<file path="config.mk">
export PLATFORM = sky130hd
export DESIGN_NAME = ap_host_seq
export DESIGN_NICKNAME = d
export VERILOG_FILES = /design/src/rtl/ap_host_seq.sv
export SDC_FILE = /design/constraint.sdc
export NUM_CORES = 1
export LEC_CHECK = 0
export CAP_MARGIN = 25
export CORE_UTILIZATION = 50
export CTS_BUF_LIST = sky130_fd_sc_hd__clkbuf_8
export DETAILED_ROUTE_END_ITERATION = 8
export GPL_ROUTABILITY_DRIVEN = 0
export PLACE_DENSITY = 0.81
export SLEW_MARGIN = 20
export SYNTH_ARGS = -nofsm -noshare
export SYNTH_HDL_FRONTEND = slang
export SYNTH_SLANG_ARGS = --single-unit
</file>
<file path="constraint.sdc">
create_clock -name CLK100MHZ -period 3.25 [get_ports CLK100MHZ]
set_input_delay 0.8125 -clock CLK100MHZ [delete_from_list [all_inputs] [get_ports CLK100MHZ]]
set_output_delay 0.8125 -clock CLK100MHZ [all_outputs]
set_load 0.03 [all_outputs]
</file>
<file path="src/rtl/ap_host_seq.sv">
// Host-side job sequencer for the 3-column associative processor: loads A/B operands,
// kicks and supervises the AP compute phase, then streams column C back to the host.
module ap_host_seq #(
    parameter int WORD_SIZE  = 8,
    parameter int CELL_QUANT = 512,
    parameter int RD_LAT     = 2,
    parameter int TIMEOUT    = 1024,
    localparam int ADDR_W    = $clog2(CELL_QUANT)
) (
    input  logic                 CLK100MHZ,
    input  logic                 rst,
    input  logic                 start,
    input  logic [ADDR_W:0]      num_cells,
    input  logic [2:0]           cmd_in,
    output logic                 busy,
    output logic                 done,
    output logic                 err,
    input  logic                 s_valid,
    output logic                 s_ready,
    input  logic [WORD_SIZE-1:0] s_data,
    output logic                 m_valid,
    input  logic                 m_ready,
    output logic [WORD_SIZE-1:0] m_data,
    output logic                 ap_rst,
    output logic                 ap_mode,
    output logic [2:0]           ap_cmd,
    output logic [ADDR_W-1:0]    ap_addr,
    output logic [WORD_SIZE-1:0] ap_wdata,
    output logic [1:0]           ap_sel_col,
    output logic                 ap_sel_internal_col,
    output logic                 ap_write_en,
    output logic                 ap_read_en,
    input  logic [WORD_SIZE-1:0] ap_rdata,
    input  logic                 ap_state_irq
);
    localparam int TW  = $clog2(TIMEOUT);
    localparam int RCW = $clog2(RD_LAT + 1);
    localparam logic [ADDR_W:0] NMAX = (ADDR_W + 1)'(CELL_QUANT);

    typedef enum logic [2:0] {
        S_IDLE, S_LOAD, S_KICK, S_COMPUTE, S_RD_ISSUE, S_RD_WAIT, S_RD_OUT
    } state_t;

    state_t                 state_q, state_d;
    logic [ADDR_W:0]        n_q, n_d;
    logic [2:0]             cmd_q, cmd_d;
    logic [ADDR_W:0]        beat_q, beat_d;
    logic [ADDR_W-1:0]      cell_q, cell_d;
    logic [TW-1:0]          tcnt_q, tcnt_d;
    logic [RCW-1:0]         rcnt_q, rcnt_d;
    logic                   s_ready_q, s_ready_d;
    logic                   m_valid_q, m_valid_d;
    logic [WORD_SIZE-1:0]   m_data_q, m_data_d;
    logic                   ap_rst_q, ap_rst_d;
    logic                   ap_mode_q, ap_mode_d;
    logic [ADDR_W-1:0]      addr_q, addr_d;
    logic [WORD_SIZE-1:0]   wdata_q, wdata_d;
    logic [1:0]             sel_col_q, sel_col_d;
    logic                   write_en_q, write_en_d;
    logic                   read_en_q, read_en_d;
    logic                   busy_q, busy_d;
    logic                   done_q, done_d;
    logic                   err_q, err_d;

    logic [ADDR_W:0] last_beat;
    logic            last_cell;

    // 2N-1 in ADDR_W+1 bits; wraps correctly to all-ones when N == CELL_QUANT.
    assign last_beat = {n_q[ADDR_W-1:0], 1'b0} - 1'b1;
    assign last_cell = ({1'b0, cell_q} == (n_q - 1'b1));

    always_comb begin
        state_d    = state_q;
        n_d        = n_q;
        cmd_d      = cmd_q;
        beat_d     = beat_q;
        cell_d     = cell_q;
        tcnt_d     = tcnt_q;
        rcnt_d     = rcnt_q;
        s_ready_d  = s_ready_q;
        m_valid_d  = m_valid_q;
        m_data_d   = m_data_q;
        ap_mode_d  = ap_mode_q;
        addr_d     = addr_q;
        wdata_d    = wdata_q;
        sel_col_d  = sel_col_q;
        ap_rst_d   = 1'b0;
        write_en_d = 1'b0;
        read_en_d  = 1'b0;
        done_d     = 1'b0;
        err_d      = 1'b0;
        case (state_q)
            S_IDLE: begin
                if (start) begin
                    if (num_cells != '0 && num_cells <= NMAX) begin
                        n_d       = num_cells;
                        cmd_d     = cmd_in;
                        beat_d    = '0;
                        cell_d    = '0;
                        s_ready_d = 1'b1;
                        state_d   = S_LOAD;
                    end else begin
                        err_d = 1'b1;
                    end
                end
            end
            S_LOAD: begin
                if (s_valid && s_ready_q) begin
                    write_en_d = 1'b1;
                    addr_d     = beat_q[ADDR_W:1];
                    sel_col_d  = {1'b0, beat_q[0]};
                    wdata_d    = s_data;
                    beat_d     = beat_q + 1'b1;
                    if (beat_q == last_beat) begin
                        s_ready_d = 1'b0;
                        ap_rst_d  = 1'b1;
                        state_d   = S_KICK;
                    end
                end
            end
            S_KICK: begin
                ap_mode_d = 1'b1;
                tcnt_d    = '0;
                state_d   = S_COMPUTE;
            end
            S_COMPUTE: begin
                tcnt_d = tcnt_q + 1'b1;
                if (ap_state_irq) begin
                    ap_mode_d = 1'b0;
                    cell_d    = '0;
                    read_en_d = 1'b1;
                    sel_col_d = 2'd2;
                    addr_d    = '0;
                    state_d   = S_RD_ISSUE;
                end else if (tcnt_q == TW'(TIMEOUT - 1)) begin
                    ap_mode_d = 1'b0;
                    err_d     = 1'b1;
                    state_d   = S_IDLE;
                end
            end
            S_RD_ISSUE: begin
                rcnt_d  = '0;
                state_d = S_RD_WAIT;
            end
            S_RD_WAIT: begin
                rcnt_d = rcnt_q + 1'b1;
                if (rcnt_q == RCW'(RD_LAT - 1)) begin
                    m_data_d  = ap_rdata;
                    m_valid_d = 1'b1;
                    state_d   = S_RD_OUT;
                end
            end
            S_RD_OUT: begin
                if (m_ready) begin
                    m_valid_d = 1'b0;
                    if (last_cell) begin
                        done_d  = 1'b1;
                        state_d = S_IDLE;
                    end else begin
                        cell_d    = cell_q + 1'b1;
                        read_en_d = 1'b1;
                        sel_col_d = 2'd2;
                        addr_d    = cell_q + 1'b1;
                        state_d   = S_RD_ISSUE;
                    end
                end
            end
            default: state_d = S_IDLE;
        endcase
        busy_d = (state_d != S_IDLE);
    end

    always_ff @(posedge CLK100MHZ or negedge rst) begin
        if (!rst) begin
            state_q    <= S_IDLE;
            n_q        <= '0;
            cmd_q      <= '0;
            beat_q     <= '0;
            cell_q     <= '0;
            tcnt_q     <= '0;
            rcnt_q     <= '0;
            s_ready_q  <= 1'b0;
            m_valid_q  <= 1'b0;
            m_data_q   <= '0;
            ap_rst_q   <= 1'b1;
            ap_mode_q  <= 1'b0;
            addr_q     <= '0;
            wdata_q    <= '0;
            sel_col_q  <= '0;
            write_en_q <= 1'b0;
            read_en_q  <= 1'b0;
            busy_q     <= 1'b0;
            done_q     <= 1'b0;
            err_q      <= 1'b0;
        end else begin
            state_q    <= state_d;
            n_q        <= n_d;
            cmd_q      <= cmd_d;
            beat_q     <= beat_d;
            cell_q     <= cell_d;
            tcnt_q     <= tcnt_d;
            rcnt_q     <= rcnt_d;
            s_ready_q  <= s_ready_d;
            m_valid_q  <= m_valid_d;
            m_data_q   <= m_data_d;
            ap_rst_q   <= ap_rst_d;
            ap_mode_q  <= ap_mode_d;
            addr_q     <= addr_d;
            wdata_q    <= wdata_d;
            sel_col_q  <= sel_col_d;
            write_en_q <= write_en_d;
            read_en_q  <= read_en_d;
            busy_q     <= busy_d;
            done_q     <= done_d;
            err_q      <= err_d;
        end
    end

    assign busy                = busy_q;
    assign done                = done_q;
    assign err                 = err_q;
    assign s_ready             = s_ready_q;
    assign m_valid             = m_valid_q;
    assign m_data              = m_data_q;
    assign ap_rst              = ap_rst_q;
    assign ap_mode             = ap_mode_q;
    assign ap_cmd              = cmd_q;
    assign ap_addr             = addr_q;
    assign ap_wdata            = wdata_q;
    assign ap_sel_col          = sel_col_q;
    assign ap_sel_internal_col = 1'b0;
    assign ap_write_en         = write_en_q;
    assign ap_read_en          = read_en_q;
endmodule

</file>
==> results.sh <==
export IMPL_ctsResizeCount=0
export IMPL_drc=0
export IMPL_path_clk_slew_ns=0.09
export IMPL_required_ns=3.50
export IMPL_io_pins=75
export IMPL_reg2reg_from="n_q[0]"
export IMPL_viasPerCell=5.779
export IMPL_fillers=736
export IMPL_finalHoldViolations=0
export IMPL_relSlewSlack_pct=50.60
export IMPL_ant_nets=0
export IMPL_crit_fanout=7
export IMPL_clock_fmax_mhz=338.3
export IMPL_wire_per_inst_um=16.25
export IMPL_postCtsSetupRepairBufs=0
export IMPL_antennaDiodeCount=0
export IMPL_numCtsBuffers=9
export IMPL_setup_tns_ns=0
export IMPL_crit_type="register to register"
export IMPL_hold_class="primary input to async pin"
export IMPL_power_leakage_nw=2.491
export IMPL_status="finished clean"
export IMPL_ir_worst_vdd_v=0.0005937
export IMPL_finalSetupViolations=0
export IMPL_die_area_mm2=0.009282
export IMPL_fp_dieW_um=96.35
export IMPL_finalWirelength_um=10450
export IMPL_p_total_mw=4.890
export IMPL_synth_edf_count=0
export IMPL_vias=3716
export IMPL_drtIter0Drc=300
export IMPL_critical_path_startpoint="n_q[0]"
export IMPL_clk_latency_ns=0.36
export IMPL_fin_crit_ns=2.956
export IMPL_grt_total_usage_pct=23.88
export IMPL_syn_nets=499
export IMPL_hpwlAfterDp_um=7565
export IMPL_ys_flop_type="dfrtp_1"
export IMPL_ff2ff_setup_slack_ns=0.29
export IMPL_syn_area_per_cell_um2=9.696
export IMPL_syn_to_final_growth_pct=23.42
export IMPL_powerDensity_mw_per_mm2=890.2
export IMPL_clock_sinks=83
export IMPL_start_util_pct=51.28
export IMPL_cts_root_buf="clkbuf_8"
export IMPL_synthDistinctLibCells=59
export IMPL_grt_max_degree=84
export IMPL_syn_inst=459
export IMPL_tightest_slew_ns=0.7410
export IMPL_cts_htree_levels=3
export IMPL_synth_seq_area_share_pct=46.70
export IMPL_yosys_warnings=0
export IMPL_drv_cap=0
export IMPL_nets=570
export IMPL_core_area_mm2=0.008678
export IMPL_grt_ovfl_total=0
export IMPL_finalCritPeriodShare_pct=90.94
export IMPL_cts_tree="yes"
export IMPL_clock_skew_ns=0.01286
export IMPL_core_rowCount=34
export IMPL_antenna_found_initial=0
export IMPL_firstDrtPassIters=7
export IMPL_grt_pass1_vias=3392
export IMPL_grt_pass1_wl_um=16700
export IMPL_endpoint_kind="register"
export IMPL_cts_hold_fix_buffers=0
export IMPL_netlist_area_mm2=0.004451
export IMPL_rsz0062_at_grt="no"
export IMPL_slew_violations=0
export IMPL_clk_path_buf_depth=2
export IMPL_cp_data_arrival_time_ns=3.20
export IMPL_synth_seq_cells=83
export IMPL_die_h_um=96.35
export IMPL_async_flop_share_pct=100.0
export IMPL_drive_above_1_share_pct=13.64
export IMPL_cp_start_kind="register"
export IMPL_port_buffers=73
worst paths after layout:
check	to	cells after the start
setup / recovery	ap_addr[3]	12
hold / removal	tcnt_q[4]	1
setup reg to reg	ap_addr[3]	12
hold reg to reg	ap_wdata[4]	2
max in group asynchronous	n_q[1]	1
min in group CLK100MHZ	ap_wdata[4]	2
critical path, cell delays in order, from the launching register on:
cell and delay (ns):
dfrtp_1 0.47, inv_1 0.09, ha_1 0.28, nor3b_1 0.17, buf_4 0.17, xnor2_1 0.32
mux2i_1 0.11, o21ai_0 0.17, buf_4 0.16, nand4_2 0.12, a21oi_2 0.26, buf_4 0.20
mux2_2 0.33
state kept, by name (all words and copies together) (netlist names):
name	flops
cell_q	9
ap_rst	1
ap_addr	9
busy	1
ap_cmd	3
ap_read_en	1
m_valid	1
ap_sel_col	2
ap_write_en	1
ap_mode	1
tcnt_q	10
beat_q	10
rcnt_q	2
s_ready	1
n_q	10
state_q	3
m_data	8
done	1
err	1
ap_wdata	8
cells by family (layout without fill, tap and decap cells):
family                   Yosys count  in the layout  share of synthesized area [%]
multiplexers                      27             27                          7.000
XOR/XNOR                          33             33                          6.494
flip-flops                        83             83                          46.70
adder cells (fa/ha/maj)            5              5                          1.406
other                              1              1                        0.08426
buffers and inverters             44            120                          4.526
AO/OA/AOI/OAI                     94             94                          15.21
AND/OR/NAND/NOR                  172            172                          18.58
cells in the final DEF (no fill, tap or decap), types with 3 or more instances in the layout:
cell,n
dfrtp_1,82
clkdlybuf4s50_1,72
nand2_1,68
nor2_1,27
o21ai_0,23
mux2_2,21
xor2_1,19
inv_1,17
a21oi_1,17
nand3_1,16
and3_1,14
xnor2_1,14
buf_4,13
clkbuf_8,10
nand2b_1,8
nor3_1,8
nand4_1,7
a21o_1,7
a22o_1,6
a211o_1,5
a31o_2,5
a22oi_1,5
ha_1,5
or3_1,4
o211ai_1,4
nor2b_1,4
or4_1,3
nor4_1,3
o32ai_1,3
mux2i_1,3
mux2_4,3
power by group:
part	leakage, nW	switching, mW	internal, mW
sequential	1.05	0.417	1.38
clock	0.0995	0.406	0.383
combinational	1.34	1.25	1.05
total	2.49	2.07	2.82
stage by stage:
step	worst slack, ns	instances	util (%)	hold slack (ns)	area, um2
CTS	0.3413	643	63.25	0.4852	5489
global placement	0.2892	627	60.84	0.4576	5280
finish	0.2944	643	63.29	0.4766	5493
detailed placement	0.1968	627	60.84	0.4626	5280
global route	0.07358	643	63.29	0.5155	5493
floorplan	0.4630	459	-	0.4498	4451
final cells by class:
| type | count | area, um2 | share of cell area, % |
|---|---|---|---|
| repair buffers | 86 | 829.5 | 15.10 |
| flip-flops and latches | 83 | 2078 | 37.84 |
| well taps | 108 | 135.1 | 2.460 |
| clock inverters | 6 | 71.32 | 1.298 |
| multi-input cells | 332 | 2173 | 39.57 |
| inverters | 18 | 67.56 | 1.230 |
| clock buffers | 10 | 137.6 | 2.506 |
synthesized netlist by cell type, types with 3 or more instances:
library cell  number  area share [%]
dfrtp_1           82              46
nand2_1           68             5.7
nor2_1            27             2.3
o21ai_0           23             2.6
mux2_2            21             5.3
xor2_1            19             3.7
clkbuf_1          18             1.5
a21oi_1           17             1.9
inv_1             17             1.4
nand3_1           16             1.8
and3_1            14             2.0
xnor2_1           14             2.8
nand2b_1           8             1.1
nor3_1             8            0.90
a21o_1             7             1.2
nand4_1            7            0.98
a22o_1             6             1.2
a211o_1            5            0.98
a22oi_1            5            0.84
a31o_2             5            0.98
ha_1               5             1.4
nor2b_1            5            0.70
buf_6              4             1.0
o211ai_1           4            0.67
or3_1              4            0.56
mux2_4             3             1.0
mux2i_1            3            0.67
nor4_1             3            0.42
o32ai_1            3            0.59
or4_1              3            0.51
per-layer routing:
metal	vias to the layer above	global-route usage (%)	part of all wire, %	routed length (um)
li1	1749	-	-	-
met1	1799	33.18	43	4463
met2	149	36.88	49	5116
met3	19	3.555	5.8	609
met4	0	10.91	2.5	259
met5	-	0	0	0
(Power assumes the default switching activity.)
